`src/rtl/fetch_unit.sv`:
```
// Instruction fetch stage: owns the PC, fetches via READ/BUSYWAIT, issues one instruction at a time.
// Optional FETCH_PERF_CNT_EN adds INSTR_COUNT / WAIT_CYCLES saturating performance counters.
module fetch_unit #(
  parameter int                ADDR_W   = 32,
  parameter int                INSTR_W  = 32,
  parameter int                OFFSET_W = 8,
  parameter logic [ADDR_W-1:0] RESET_PC = '0
) (
  input  logic                CLK,
  input  logic                RESET,
  output logic [ADDR_W-1:0]   IMEM_ADDR,
  output logic                IMEM_READ,
  input  logic [INSTR_W-1:0]  IMEM_RDATA,
  input  logic                IMEM_BUSYWAIT,
  output logic [INSTR_W-1:0]  INSTR,
  output logic                INSTR_VALID,
  output logic [ADDR_W-1:0]   PC_OUT,
  input  logic                STALL,
  input  logic                JUMP,
  input  logic                BRANCH_EQ,
  input  logic                BRANCH_NE,
  input  logic                ZERO,
  input  logic [OFFSET_W-1:0] OFFSET
`ifdef FETCH_PERF_CNT_EN
  ,
  output logic [31:0]         INSTR_COUNT,
  output logic [31:0]         WAIT_CYCLES
`endif
);

  localparam logic [0:0] FETCH = 1'b0;
  localparam logic [0:0] ISSUE = 1'b1;

  localparam int STEP  = INSTR_W / 8;
  localparam int SHIFT = $clog2(STEP);

  logic [0:0]         state_reg;
  logic [ADDR_W-1:0]  pc_reg;
  logic [INSTR_W-1:0] instr_reg;
  logic               valid_reg;

  logic [ADDR_W-1:0]  seq_pc;
  logic [ADDR_W-1:0]  offset_ext;
  logic [ADDR_W-1:0]  target_pc;
  logic               taken;
  logic [ADDR_W-1:0]  pc_next;

  // Offset counts instructions, so scale to bytes before adding; wrap-around is intentional.
  always_comb begin
    seq_pc     = pc_reg + ADDR_W'(STEP);
    offset_ext = {{(ADDR_W-OFFSET_W){OFFSET[OFFSET_W-1]}}, OFFSET};
    target_pc  = seq_pc + (offset_ext << SHIFT);
    taken      = JUMP | (BRANCH_EQ & ZERO) | (BRANCH_NE & ~ZERO);
    pc_next    = taken ? target_pc : seq_pc;
  end

  always_ff @(posedge CLK) begin
    if (RESET) begin
      state_reg <= FETCH;
      pc_reg    <= RESET_PC;
      instr_reg <= '0;
      valid_reg <= 1'b0;
    end else begin
      case (state_reg)
        FETCH: begin
          if (!IMEM_BUSYWAIT) begin
            instr_reg <= IMEM_RDATA;
            valid_reg <= 1'b1;
            state_reg <= ISSUE;
          end
        end
        default: begin
          if (!STALL) begin
            pc_reg    <= pc_next;
            valid_reg <= 1'b0;
            state_reg <= FETCH;
          end
        end
      endcase
    end
  end

  // READ drops during reset so an in-flight fetch is abandoned immediately.
  assign IMEM_READ   = (state_reg == FETCH) & ~RESET;
  assign IMEM_ADDR   = pc_reg;
  assign PC_OUT      = pc_reg;
  assign INSTR       = instr_reg;
  assign INSTR_VALID = valid_reg;

`ifdef FETCH_PERF_CNT_EN
  logic [1:0] perf_inc;
  assign perf_inc[0] = (state_reg == ISSUE) & ~STALL;
  assign perf_inc[1] = ((state_reg == FETCH) & IMEM_BUSYWAIT) | ((state_reg == ISSUE) & STALL);

  generate
    for (genvar gi = 0; gi < 2; gi++) begin : g_perf
      logic [31:0] cnt_reg;
      always_ff @(posedge CLK) begin
        if (RESET)
          cnt_reg <= '0;
        else if (perf_inc[gi] && (cnt_reg != 32'hFFFF_FFFF))
          cnt_reg <= cnt_reg + 32'd1;
      end
    end
  endgenerate

  assign INSTR_COUNT = g_perf[0].cnt_reg;
  assign WAIT_CYCLES = g_perf[1].cnt_reg;
`endif

endmodule

```
`config.mk`:
```
export PLATFORM = sky130hd
export DESIGN_NAME = fetch_unit
export DESIGN_NICKNAME = d
export VERILOG_FILES = /design/src/rtl/fetch_unit.sv
export SDC_FILE = /design/constraint.sdc
export NUM_CORES = 1
export LEC_CHECK = 0
export BUFFER_PORTS_ARGS = -buffer_cell sky130_fd_sc_hd__buf_2
export CAP_MARGIN = 20
export CORE_MARGIN = 4
export CORE_UTILIZATION = 55
export CTS_BUF_LIST = sky130_fd_sc_hd__clkbuf_4
export DETAILED_ROUTE_END_ITERATION = 10
export MAX_ROUTING_LAYER = met4
export PLACE_DENSITY_LB_ADDON = 0.08
export SLEW_MARGIN = 20
export SYNTH_ARGS = -nofsm -noshare
export SYNTH_HDL_FRONTEND = slang
export SYNTH_SLANG_ARGS = --single-unit
```
`constraint.sdc`:
```
create_clock -name CLK -period 4.4 [get_ports CLK]
set_input_delay 0.44 -clock CLK [delete_from_list [all_inputs] [get_ports CLK]]
set_output_delay 0.44 -clock CLK [all_outputs]
set_load 0.02 [all_outputs]
```
==> results.sh <==
export IMPL_rows=35
export IMPL_synth_area_top_cells="dfxtp_1 25%, ha_1 8.9%, nand2_1 8.8%"
export IMPL_syn_inst=709
export IMPL_synthTopCellsByCount="121 x nand2_1, 86 x a21oi_1, 64 x dfxtp_1"
export IMPL_hp_start="IMEM_RDATA[18]"
export IMPL_dp_worst_setup_slack_ns=0.533
export IMPL_fin_hold_ws_ns=0.215
export IMPL_whs_path_depth=3
export IMPL_grt_start_max_net_pins=43
export IMPL_die_area_sq_um=11000
export IMPL_async_flop_share_pct=0
export IMPL_r2r_start="IMEM_ADDR[5]"
export IMPL_arrival_ns=4.23
export IMPL_peakVddDrop_mv=0.167
export IMPL_cts_tree="built"
export IMPL_hold_path_class="primary input to register"
export IMPL_drive_gt1_share_pct=22.3
export IMPL_reg2reg_slack_ns=0.45
export IMPL_status="complete, no violations"
export IMPL_layout_setup_ws_ns=0.454
export IMPL_portBuffers=141
export IMPL_relSlewSlack_pct=34.4
export IMPL_track_usage_pct=28.1
export IMPL_synth_main_ff_cell="dfxtp_1"
export IMPL_hold_buffers=0
export IMPL_largest_reg_flops=32
export IMPL_finClkSkew_ns=0.0309
export IMPL_fp_dieH_um=105
export IMPL_finalSetupTns_ns=0
export IMPL_htree_levels=3
export IMPL_drtPass1Iterations=6
export IMPL_synth_top_family_by_area="simple AND/OR/NAND/NOR gates"
export IMPL_routed_via_density=5.96
export IMPL_synth_area_sq_um=5180
export IMPL_place_congestion=1.06
export IMPL_wirelength_um=15400
export IMPL_cp_end_kind="register"
export IMPL_worst_setup_path_start_kind="register"
export IMPL_synth_compound_area_share_pct=24.4
export IMPL_yosysUniqueCellTypes=64
export IMPL_grt_pass1_vias=5094
export IMPL_power_density_nw_per_um2=281
export IMPL_ant_nets=0
export IMPL_clkTransAtPathRegs_ns=0.15
export IMPL_min_to="INSTR[18]"
export IMPL_max_freq_ghz=0.253
export IMPL_diodes=0
export IMPL_crit_type="register to register"
export IMPL_synth_xor_area_share_pct=7.61
export IMPL_cts_buffers=9
export IMPL_core_sq_um=9200
export IMPL_setup_viol=0
export IMPL_synth_mux_area_share_pct=0.990
export IMPL_die_x_um=105
export IMPL_cts_root_buf="clkbuf_4"
export IMPL_yosys_warnings=0
export IMPL_vias=5481
export IMPL_drt_drc_violations_left=0
export IMPL_synth_avg_cell_area_sq_um=7.31
export IMPL_initial_core_util_pct=56.4
export IMPL_synth_edff_count=0
export IMPL_synth_seq_cells=64
export IMPL_worstSkewPairLatency_ns=0.44
export IMPL_cp_max_fo=7
export IMPL_grt_pass1_wl_um=24900
export IMPL_synth_simple_area_share_pct=24.6
export IMPL_synthAdderAreaFrac_pct=9.32
export IMPL_clock_sinks=64
export IMPL_area_delta_synth_final_pct=13.5
export IMPL_layout_nets=889
export IMPL_synth_top_area_cell="dfxtp_1"
export IMPL_ioPinCount=146
export IMPL_cts_resized=0
export IMPL_reg2reg_depth=15
export IMPL_synth_top_area_share_pct=24.7
export IMPL_fill_cells=841
export IMPL_hold_viol=0
export IMPL_synth_most_common_cell="nand2_1"
export IMPL_overflow=0
export IMPL_clk_path_buf_depth=2
export IMPL_timing_rr_end="IMEM_ADDR[24]"
export IMPL_maxCapViolCount=0
export IMPL_tightestPinTransition_ns=0.984
export IMPL_slew_violations=0
export IMPL_min_period_over_period_pct=89.7
export IMPL_post_cts_buffers=0
export IMPL_cp_required_ns=4.68
export IMPL_rsz0062_at_grt="false"
export IMPL_ys_seq_area_share_pct=24.7
export IMPL_layout_min_cycle_time_ns=3.95
export IMPL_drtIter0Drc=402
export IMPL_routedWlPerCell_um=16.8
export IMPL_power_leakage_nw=2.80
export IMPL_antenna_found_initial=0
export IMPL_place_hpwl_um=11200
export IMPL_finalPower_w=0.00165
## final cells by class
class | count | area, sq um | share of cell area, %
Inverter | 10 | 37.5 | 0.638
Sequential cell | 64 | 1280 | 21.8
Clock inverter | 7 | 104 | 1.77
Multi-Input combinational cell | 571 | 3500 | 59.5
Clock buffer | 9 | 67.6 | 1.15
Timing Repair Buffer | 147 | 751 | 12.8
Tap cell | 111 | 139 | 2.36
## critical path, stage by stage (launching register included)
cell	delay, ns
dfxtp_1	0.49
nand3_1	0.14
nor2_1	0.27
nand3_1	0.20
nor2_1	0.28
nand3_1	0.14
xnor2_1	0.29
ha_1	0.34
and3_1	0.20
nand3_1	0.09
a21oi_1	0.05
or4_1	0.53
a41o_1	0.29
a21boi_2	0.19
mux2i_1	0.21
a21oi_1	0.08
## report_power, final
part | leakage, nW | total, W | switching, W | internal (W)
registers | 0.524 | 0.000649 | 0.0000359 | 0.000613
logic | 2.19 | 0.000490 | 0.000310 | 0.000180
clock network | 0.0847 | 0.000514 | 0.000277 | 0.000237
total | 2.80 | 0.00165 | 0.000623 | 0.00103
## how the worst max path moves through the flow
stage                              from            end  slack, ns  cells after the start
after floorplan            IMEM_ADDR[4]  IMEM_ADDR[28]       0.80                     15
after global placement    IMEM_ADDR[10]  IMEM_ADDR[28]       0.65                     13
after detailed placement   IMEM_ADDR[5]  IMEM_ADDR[24]       0.53                     15
after CTS                  IMEM_ADDR[5]  IMEM_ADDR[24]       0.47                     15
after global routing       IMEM_ADDR[4]  IMEM_ADDR[28]       0.15                     15
final                      IMEM_ADDR[5]  IMEM_ADDR[24]       0.45                     15
## placed cells by master, fill, tap and decap left out, drive strengths merged, types with 4 or more instances in the layout
cell type / count
a211oi: 9
nand4: 10
ha: 37
o21ai: 33
nor2: 59
a311oi: 4
a21oi: 86
and3: 10
mux2i: 4
a22oi: 6
a21boi: 5
buf: 147
dfxtp: 64
nor2b: 6
xor2: 16
a21o: 16
o21bai: 5
nand3: 23
a31oi: 4
nor3: 25
a221oi: 5
clkbuf: 9
nand2b: 4
inv: 12
o21a: 5
xnor2: 29
conb: 4
nand2: 121
and4: 5
## metrics by stage
stage | instance area (sq um) | util (%) | instances
finish | 5880 | 64.0 | 919
CTS | 5880 | 64.0 | 919
floorplan | 5190 | - | 712
global placement | 5710 | 62.1 | 903
global route | 5880 | 64.0 | 919
detailed placement | 5710 | 62.1 | 903
## metal layers
metal  GRT usage, %  part of all wire, %  up-vias
met5              -                    0        -
met4           9.75                  2.5        0
met3           5.81                  7.1       38
met2           44.9                   47      227
met1           35.3                   43     2555
li1               -                    -     2661
## cell families after synthesis
family,count (synthesis)
and+or+nand+nor,279
AOI/OAI and AO/OA,200
buffers and inverters,77
DFF,64
xor gates and xnor gates,45
adders and majority gates,38
muxes,5
other,1
Power figures use the tool's default switching activity.
